==> src/rtl/crc_serial_scheduler.sv <==
// Round-robin scheduler sharing one serial CRC engine among NUM_REQ byte requesters.
// Bytes are shifted out LSB-first, the CRC is shifted back in, and the engine is cleared after every operation.
`timescale 1ns/1ps
module crc_serial_scheduler #(
  parameter int unsigned NUM_REQ    = 4,
  parameter int unsigned ID_WIDTH   = 2,
  parameter int unsigned DATA_WIDTH = 8,
  parameter int unsigned CRC_WIDTH  = 8,
  parameter int unsigned TIMEOUT    = 16,
  parameter int unsigned CLR_CYCLES = 2
) (
  input  logic                          CLK,
  input  logic                          RST,
  input  logic [NUM_REQ-1:0]            REQ,
  input  logic [NUM_REQ*DATA_WIDTH-1:0] REQ_DATA,
  output logic [NUM_REQ-1:0]            GNT,
  output logic                          BUSY,
  output logic                          DONE,
  output logic [ID_WIDTH-1:0]           DONE_ID,
  output logic [CRC_WIDTH-1:0]          CRC_OUT,
  output logic                          ERR,
  output logic                          ENG_DATA,
  output logic                          ENG_ACTIVE,
  output logic                          ENG_RST_N,
  input  logic                          ENG_CRC,
  input  logic                          ENG_VALID
);

  localparam int unsigned CNT_A   = (TIMEOUT > DATA_WIDTH) ? TIMEOUT : DATA_WIDTH;
  localparam int unsigned CNT_B   = (CRC_WIDTH > CLR_CYCLES) ? CRC_WIDTH : CLR_CYCLES;
  localparam int unsigned CNT_MAX = (CNT_A > CNT_B) ? CNT_A : CNT_B;
  localparam int unsigned CNT_W   = $clog2(CNT_MAX + 1);

  typedef enum logic [2:0] {
    S_CLEAR,
    S_IDLE,
    S_SHIFT,
    S_WAIT_V,
    S_COLLECT,
    S_RESP
  } state_t;

  state_t                 r_state, w_state_n;
  logic [CNT_W-1:0]       r_cnt, w_cnt_n;
  logic [ID_WIDTH-1:0]    r_ptr, w_ptr_n;
  logic [ID_WIDTH-1:0]    r_id, w_id_n;
  logic [DATA_WIDTH-1:0]  r_byte, w_byte_n;
  logic [CRC_WIDTH-2:0]   r_crc_sh, w_crc_sh_n;
  logic [NUM_REQ-1:0]     r_gnt, w_gnt_n;
  logic                   r_busy, w_busy_n;
  logic                   r_done, w_done_n;
  logic                   r_err, w_err_n;
  logic                   r_eng_data, w_eng_data_n;
  logic                   r_eng_active, w_eng_active_n;
  logic                   r_eng_rst_n, w_eng_rst_n_n;
  logic [CRC_WIDTH-1:0]   r_crc_out, w_crc_out_n;
  logic [ID_WIDTH-1:0]    r_done_id, w_done_id_n;

  logic                   w_any;
  logic [ID_WIDTH-1:0]    w_sel;
  logic [NUM_REQ-1:0]     w_sel_oh;
  logic [DATA_WIDTH-1:0]  w_sel_byte;

  // Rotating priority: indices above the pointer first, then wrap to 0..ptr.
  always_comb begin
    w_any      = 1'b0;
    w_sel      = '0;
    w_sel_oh   = '0;
    w_sel_byte = '0;
    for (int unsigned i = 0; i < NUM_REQ; i++) begin
      if (!w_any && REQ[i] && (i > 32'(r_ptr))) begin
        w_any = 1'b1;
        w_sel = ID_WIDTH'(i);
      end
    end
    for (int unsigned i = 0; i < NUM_REQ; i++) begin
      if (!w_any && REQ[i] && (i <= 32'(r_ptr))) begin
        w_any = 1'b1;
        w_sel = ID_WIDTH'(i);
      end
    end
    for (int unsigned i = 0; i < NUM_REQ; i++) begin
      if (w_any && (ID_WIDTH'(i) == w_sel)) begin
        w_sel_oh[i] = 1'b1;
        w_sel_byte  = REQ_DATA[i*DATA_WIDTH +: DATA_WIDTH];
      end
    end
  end

  // Outputs are computed one cycle ahead so every port comes straight from a flop.
  always_comb begin
    w_state_n      = r_state;
    w_cnt_n        = r_cnt;
    w_ptr_n        = r_ptr;
    w_id_n         = r_id;
    w_byte_n       = r_byte;
    w_crc_sh_n     = r_crc_sh;
    w_gnt_n        = '0;
    w_done_n       = 1'b0;
    w_err_n        = 1'b0;
    w_eng_data_n   = 1'b0;
    w_eng_active_n = 1'b0;
    w_eng_rst_n_n  = 1'b1;
    w_crc_out_n    = r_crc_out;
    w_done_id_n    = r_done_id;
    case (r_state)
      S_CLEAR: begin
        if (r_cnt == CNT_W'(CLR_CYCLES - 1)) begin
          w_state_n = S_IDLE;
          w_cnt_n   = '0;
        end else begin
          w_eng_rst_n_n = 1'b0;
          w_cnt_n       = r_cnt + CNT_W'(1);
        end
      end
      S_IDLE: begin
        if (w_any) begin
          w_gnt_n        = w_sel_oh;
          w_id_n         = w_sel;
          w_ptr_n        = w_sel;
          w_eng_data_n   = w_sel_byte[0];
          w_byte_n       = w_sel_byte >> 1;
          w_eng_active_n = 1'b1;
          w_cnt_n        = '0;
          w_state_n      = S_SHIFT;
        end
      end
      S_SHIFT: begin
        if (r_cnt == CNT_W'(DATA_WIDTH - 1)) begin
          w_cnt_n   = '0;
          w_state_n = S_WAIT_V;
        end else begin
          w_eng_active_n = 1'b1;
          w_eng_data_n   = r_byte[0];
          w_byte_n       = r_byte >> 1;
          w_cnt_n        = r_cnt + CNT_W'(1);
        end
      end
      S_WAIT_V: begin
        if (ENG_VALID) begin
          w_crc_sh_n = {ENG_CRC, r_crc_sh[CRC_WIDTH-2:1]};
          w_cnt_n    = CNT_W'(1);
          w_state_n  = S_COLLECT;
        end else if (r_cnt == CNT_W'(TIMEOUT - 1)) begin
          w_err_n       = 1'b1;
          w_eng_rst_n_n = 1'b0;
          w_cnt_n       = '0;
          w_state_n     = S_CLEAR;
        end else begin
          w_cnt_n = r_cnt + CNT_W'(1);
        end
      end
      S_COLLECT: begin
        if (!ENG_VALID) begin
          w_err_n       = 1'b1;
          w_eng_rst_n_n = 1'b0;
          w_cnt_n       = '0;
          w_state_n     = S_CLEAR;
        end else if (r_cnt == CNT_W'(CRC_WIDTH - 1)) begin
          w_crc_out_n = {ENG_CRC, r_crc_sh};
          w_done_id_n = r_id;
          w_done_n    = 1'b1;
          w_state_n   = S_RESP;
        end else begin
          w_crc_sh_n = {ENG_CRC, r_crc_sh[CRC_WIDTH-2:1]};
          w_cnt_n    = r_cnt + CNT_W'(1);
        end
      end
      S_RESP: begin
        w_eng_rst_n_n = 1'b0;
        w_cnt_n       = '0;
        w_state_n     = S_CLEAR;
      end
      default: begin
        w_eng_rst_n_n = 1'b0;
        w_cnt_n       = '0;
        w_state_n     = S_CLEAR;
      end
    endcase
    w_busy_n = (w_state_n != S_IDLE);
  end

  always_ff @(posedge CLK) begin
    if (RST) begin
      r_state      <= S_CLEAR;
      r_cnt        <= '0;
      r_ptr        <= ID_WIDTH'(NUM_REQ - 1);
      r_id         <= '0;
      r_byte       <= '0;
      r_crc_sh     <= '0;
      r_gnt        <= '0;
      r_busy       <= 1'b1;
      r_done       <= 1'b0;
      r_err        <= 1'b0;
      r_eng_data   <= 1'b0;
      r_eng_active <= 1'b0;
      r_eng_rst_n  <= 1'b0;
      r_crc_out    <= '0;
      r_done_id    <= '0;
    end else begin
      r_state      <= w_state_n;
      r_cnt        <= w_cnt_n;
      r_ptr        <= w_ptr_n;
      r_id         <= w_id_n;
      r_byte       <= w_byte_n;
      r_crc_sh     <= w_crc_sh_n;
      r_gnt        <= w_gnt_n;
      r_busy       <= w_busy_n;
      r_done       <= w_done_n;
      r_err        <= w_err_n;
      r_eng_data   <= w_eng_data_n;
      r_eng_active <= w_eng_active_n;
      r_eng_rst_n  <= w_eng_rst_n_n;
      r_crc_out    <= w_crc_out_n;
      r_done_id    <= w_done_id_n;
    end
  end

  assign GNT        = r_gnt;
  assign BUSY       = r_busy;
  assign DONE       = r_done;
  assign DONE_ID    = r_done_id;
  assign CRC_OUT    = r_crc_out;
  assign ERR        = r_err;
  assign ENG_DATA   = r_eng_data;
  assign ENG_ACTIVE = r_eng_active;
  assign ENG_RST_N  = r_eng_rst_n;

endmodule

==> config.mk <==
export PLATFORM = sky130hd
export DESIGN_NAME = crc_serial_scheduler
export DESIGN_NICKNAME = d
export VERILOG_FILES = /design/src/rtl/crc_serial_scheduler.sv
export SDC_FILE = /design/constraint.sdc
export NUM_CORES = 1
export LEC_CHECK = 0
export BUFFER_PORTS_ARGS = -buffer_cell sky130_fd_sc_hd__buf_2
export CAP_MARGIN = 20
export CORE_ASPECT_RATIO = 0.5
export CORE_MARGIN = 2
export CORE_UTILIZATION = 30
export DETAILED_ROUTE_END_ITERATION = 7
export SLEW_MARGIN = 20
export SYNTH_ARGS = -nofsm -noshare
export SYNTH_HDL_FRONTEND = slang
export SYNTH_SLANG_ARGS = --single-unit
==> constraint.sdc <==
create_clock -name CLK -period 5.75 [get_ports CLK]
set_input_delay 1.15 -clock CLK [delete_from_list [all_inputs] [get_ports CLK]]
set_output_delay 1.15 -clock CLK [all_outputs]
set_load 0.01 [all_outputs]
==> reports/metrics.csv, run 1 <==
metric;value;unit
ctsRootBufferMaster;clkbuf_16;
drive_gt1_share;24.5;%
postRouteAntennaNets;0;
cts_tree;done;
gp_congestion;0.806;
synth_edf_count;0;
layout_common_cells;buf_2, dfxtp_1, nor2_1;
hold_end;r_id[1];
leakagePower;1.30;nW
nNetsFinal;374;
end_kind;flip-flop;
slowest_stage;a21oi_1;
min_path_cells;2;
crit_path_cell_trace;buf_2, inv_1, a21oi_1, nor3b_1, a2111oi_0, o22ai_1;
cts_sinks;46;
cp-start-kind;input port;
critPathBufInv;2;
finClkSkew;0.00389;ns
row_count;23;
ys_seq_area_share;37.1;%
die_w;133;um
reg2reg_slack;3.60;ns
grtUsageTotal;14.7;%
maxSlewViolCount;0;
die_area;9070;um^2
yosysWarningCount;0;
wl_per_cell;14.5;um
syn-num-nets;326;
io_buffers;59;
reg2regPathDepth;5;
antenna_cells;0;
insertion_delay;0.29;ns
max_freq;0.390;GHz
critical-path-max-stage-delay;0.54;ns
pin_count;60;
start_util;30.9;%
worst_ir_drop_vdd;0.119;mV
place_area;2820;um^2
rsz0062_at_grt;no;
slew_headroom;50.2;%
via_per_inst;5.17;
area_delta_synth_final;19.5;%
grt_max_degree;37;
antenna_found_initial;0;
via_count;2292;
placed_cells;435;
crit_family;compound AO/OA/AOI/OAI gates;
final_cells;443;
dr.first_iter.drc_count;151;
synth_cell_types;56;
ys_async_sr_fraction;0;%
final_hold_viol_count;0;
final_cell_area;2970;um^2
grt_pass1_vias;2082;
drc_errors;0;
numCtsBuffers;5;
routed_wl;6.44;mm
cp_max_fo;11;
criticalPathCategory;input port to flip-flop;
final.setup.tns;0;ns
firstDrtPassIters;4;
clk_path_buf_depth;2;
powerDensity;345;nW/um^2
r2r_start;r_ptr[1];
period_needed;2.57;ns
ys.flop_type;dfxtp_1;
post_cts_resize_count;0;
syn-instance-count;282;
htree_levels;2;
crit_required;5.90;ns
syn_avg_cell_area;8.81;um^2
clk_pin_slew_worst_paths;0.06;ns
cp.arrival;2.71;ns
hp-start;r_id[1];
setup_viol;0;
worst_pin_slew;0.745;ns
dp_hpwl;4.75;mm
min_path_type;flip-flop to flip-flop;
synth-seq-cells;46;
coreArea;8030;um^2
worstReg2RegEnd;r_byte[1];
hold_buffers;0;
die_h;68.3;um
grt-ovfl-total;0;
finalCritPeriodShare;44.6;%
grt_pass1_wl;10.5;mm
maxCapViolCount;0;
post_cts_buffers;0;
syn-cell-area;2480;um^2
final_common_cell;buf_2;
status;complete, no violations;
[state kept, by name, indices dropped and copies added, names as in the netlist]
signal / count
ERR: 1
DONE_ID: 2
r_crc_sh: 7
r_ptr: 2
CRC_OUT: 8
GNT: 4
ENG_RST_N: 1
ENG_ACTIVE: 1
r_cnt: 5
r_id: 2
ENG_DATA: 1
r_byte: 7
r_state: 3
BUSY: 1
DONE: 1
[routing by layer]
| layer | GRT usage (%) | vias up | share of wire [%] |
|---|---|---|---|
| li1 | - | 1149 | - |
| met1 | 20.5 | 1059 | 52 |
| met2 | 22.3 | 75 | 41 |
| met3 | 4.15 | 9 | 6.5 |
| met4 | 3.90 | 0 | 1.2 |
| met5 | 0 | - | 0 |
[worst reg2reg max path, cell delays in order, from the launching register on]
cell and delay, ns:
dfxtp_1 0.59, o22ai_1 0.16, a21oi_1 0.42, nor2_1 0.18
a2111oi_0 0.55, o22ai_1 0.12
[cell usage after synthesis, types with 2 or more instances]
library cell | count | share of area, %
dfxtp_1 | 46 | 37
nor2_1 | 33 | 5.0
mux2i_1 | 18 | 7.3
a21oi_1 | 13 | 2.6
nand2_1 | 13 | 2.0
inv_1 | 12 | 1.8
nand2b_1 | 9 | 2.3
nor3b_1 | 8 | 2.4
buf_2 | 7 | 1.4
o21ai_0 | 7 | 1.4
a211oi_1 | 6 | 1.8
clkbuf_1 | 6 | 0.91
nor2b_1 | 6 | 1.5
nor3_1 | 6 | 1.2
o21ai_1 | 6 | 1.2
o221ai_1 | 6 | 2.1
a221oi_1 | 5 | 1.8
nand3_1 | 5 | 1.0
a2111oi_0 | 4 | 1.4
ha_1 | 4 | 2.0
or2_2 | 4 | 1.0
a22oi_1 | 3 | 0.91
a31oi_1 | 3 | 0.76
buf_6 | 3 | 1.4
nand3b_1 | 3 | 0.91
nor4_1 | 3 | 0.76
o22ai_1 | 3 | 0.76
o311ai_0 | 3 | 1.1
o32ai_1 | 3 | 1.1
a21o_1 | 2 | 0.60
and2_1 | 2 | 0.50
and3_1 | 2 | 0.50
buf_1 | 2 | 0.30
nor3b_2 | 2 | 1.0
o211ai_1 | 2 | 0.60
or3b_1 | 2 | 0.71
[power breakdown]
part	internal, mW	switching [mW]	total (mW)
registers	0.360	0.0520	0.412
logic	0.147	0.172	0.319
clock network	0.172	0.119	0.291
[kinds of logic after synthesis]
| group | after synthesis | synth area share, % |
|---|---|---|
| compound gates | 79 | 24.0 |
| flops | 46 | 37.1 |
| simple gates | 105 | 23.8 |
| fa+ha+maj | 4 | 2.02 |
| mux | 18 | 7.25 |
| buf+inv | 30 | 5.79 |
[stage by stage]
stage                     utilization [%]  worst slack, ns  power, mW  hold slack [ns]
after floorplan                         -             3.21      0.658            0.436
after global placement               35.1             2.91      0.737            0.472
after detailed placement             35.1             2.91      0.735            0.469
after CTS                            37.0             3.21       1.03            0.484
after global routing                 37.0             3.01       1.10            0.498
final                                37.0             3.18       1.02            0.482
[worst max path at each step]
| stage | from | to | cells after the start |
|---|---|---|---|
| after global routing | REQ[3] | r_byte[1] | 6 |
| after floorplan | REQ[1] | r_byte[1] | 6 |
| final | REQ[3] | r_byte[1] | 6 |
| after CTS | REQ[3] | r_byte[2] | 6 |
| after detailed placement | REQ[3] | r_byte[2] | 6 |
| after global placement | REQ[3] | r_byte[2] | 6 |
[layout make-up]
type | instances | area [um^2]
fill | 861 | 5060
inverter | 12 | 45.0
sequential | 46 | 921
multi-input combinational | 206 | 1420
clock inverter | 1 | 5.00
timing repair buffer | 59 | 295
tap | 112 | 140
clock buffer | 7 | 143
(Power assumes the default switching activity.)
==> run 2, diff against run 1 <==
==> constraint.sdc (replaced) <==
create_clock -name CLK -period 2.25 [get_ports CLK]
set_input_delay 0.45 -clock CLK [delete_from_list [all_inputs] [get_ports CLK]]
set_output_delay 0.45 -clock CLK [all_outputs]
set_load 0.01 [all_outputs]
==> run 2 against run 1 <==
Cell count rose by 2.0%. Combinational power rose to 2.7 times the previous value. Global-route usage barely moved. Die area did not move. Sequential power rose to 2.5 times the previous value. Critical path depth did not move. Non-clock buffer count rose by 8. Register-to-register slack got worse by 3.3 ns. Power rose to 2.7 times the previous value.
==> reports/metrics.csv, run 2 (synthesized netlist as in run 1, its figures left out) <==
metric;value;unit
area_delta_synth_final;23.0;%
htree_levels;2;
leakagePower;1.35;nW
finClkSkew;0.00508;ns
dp_hpwl;4.96;mm
powerDensity;903;nW/um^2
gp_congestion;0.836;
criticalPathCategory;flip-flop to flip-flop;
grt-ovfl-total;0;
crit_required;2.43;ns
post_cts_buffers;0;
report.power.total;2.76;mW
min_path_cells;3;
r2r_start;r_cnt[0];
die_w;133;um
end_kind;flip-flop;
grt_pass1_vias;2062;
coreArea;8030;um^2
antenna_found_initial;0;
post_cts_resize_count;0;
die_area;9070;um^2
cts_sinks;46;
rsz0062_at_grt;no;
fillers;823;
min_path_type;input port to flip-flop;
dr_wl_met3;456;um
firstDrtPassIters;4;
ctsRootBufferMaster;clkbuf_16;
maxCapViolCount;0;
final_hold_viol_count;0;
finalCritPeriodShare;87.5;%
clk_path_buf_depth;2;
postRouteAntennaNets;0;
dr.first_iter.drc_count;179;
clk_pin_slew_worst_paths;0.06;ns
setup_viol;0;
nNetsFinal;382;
status;complete, no violations;
worstReg2RegEnd;r_cnt[3];
grt_max_degree;22;
numCtsBuffers;5;
final.setup.tns;0;ns
insertion_delay;0.29;ns
pin_count;60;
ff_latch_area;921;um^2
reg2regPathDepth;6;
cp.arrival;2.15;ns
routed-wl-met2;2.76;mm
die_h;68.3;um
reg2reg_slack;0.28;ns
via_count;2289;
hold_buffers;0;
maxSlewViolCount;0;
via_per_inst;5.06;
grtUsageTotal;14.7;%
wl_met1;3.28;mm
worst_pin_slew;0.561;ns
wl_per_cell;14.5;um
routed_wl;6.54;mm
multi_input_area;1420;um^2
cts_tree;done;
io_buffers;59;
hold_end;r_crc_sh[6];
max_freq;0.508;GHz
cp-start-kind;flip-flop;
start_util;30.9;%
grt_pass1_wl;10.4;mm
largest_reg_flops;8;
hp-start;ENG_CRC;
row_count;23;
slew_headroom;62.4;%
period_needed;1.97;ns
final_cells;452;
cp_max_fo;6;
drive_gt1_share;26.5;%
worst_ir_drop_vdd;0.388;mV
routed.top_layer;met4;
layout_common_cells;buf_2, dfxtp_1, nor2_1;
placed_cells;443;
drc_errors;0;
final_common_cell;buf_2;
-- run 2: worst max-delay path by stage --
stage             start         to  slack, ns  cells after the start
6_report       r_cnt[0]   r_cnt[3]       0.28                      6
5_1_grt        r_cnt[0]   r_cnt[1]       0.13                      8
4_1_cts        r_cnt[0]   r_cnt[3]       0.26                      6
3_5_place_dp     REQ[2]  r_byte[3]       0.20                      6
3_3_place_gp     REQ[2]  r_byte[4]       0.22                      6
2_1_floorplan  r_cnt[0]   r_cnt[3]       0.39                      6
-- run 2: layout make-up --
class	instances	share of cell area, %
flip-flops and latches	46	30.1
clock inverters	3	1.56
diodes	1	0.0819
clock buffers	5	4.10
repair buffers	67	11.6
multi-input cells	206	46.4
inverters	12	1.47
well taps	112	4.59
-- run 2: metrics by stage --
stage	setup WS, ns	utilization (%)	hold slack [ns]	cell area (um^2)
2_1_floorplan	0.394	-	0.436	2480
3_3_place_gp	0.223	35.9	0.473	2880
3_5_place_dp	0.196	35.9	0.462	2880
4_1_cts	0.261	38.0	0.412	3050
5_1_grt	0.127	38.0	0.433	3050
6_report	0.280	38.1	0.416	3060
-- run 2: report_power, final --
group          switching [mW]  internal (mW)  leakage [nW]
sequential              0.119          0.920         0.372
combinational           0.460          0.400         0.895
clock                   0.329          0.532        0.0848
-- run 2: critical path: stages, from the launching register on --
cell and delay (ns):
dfxtp_1 0.41, ha_1 0.18, or3b_4 0.38, a2111oi_2 0.40, o31a_2 0.20, o21ai_1 0.08, a31o_1 0.21
-- run 2: routing by layer --
| layer | vias up | track usage, % |
|---|---|---|
| li1 | 1167 | - |
| met1 | 1053 | 19.8 |
| met2 | 67 | 23.6 |
| met3 | 2 | 4.07 |
| met4 | 0 | 3.63 |
| met5 | - | 0 |
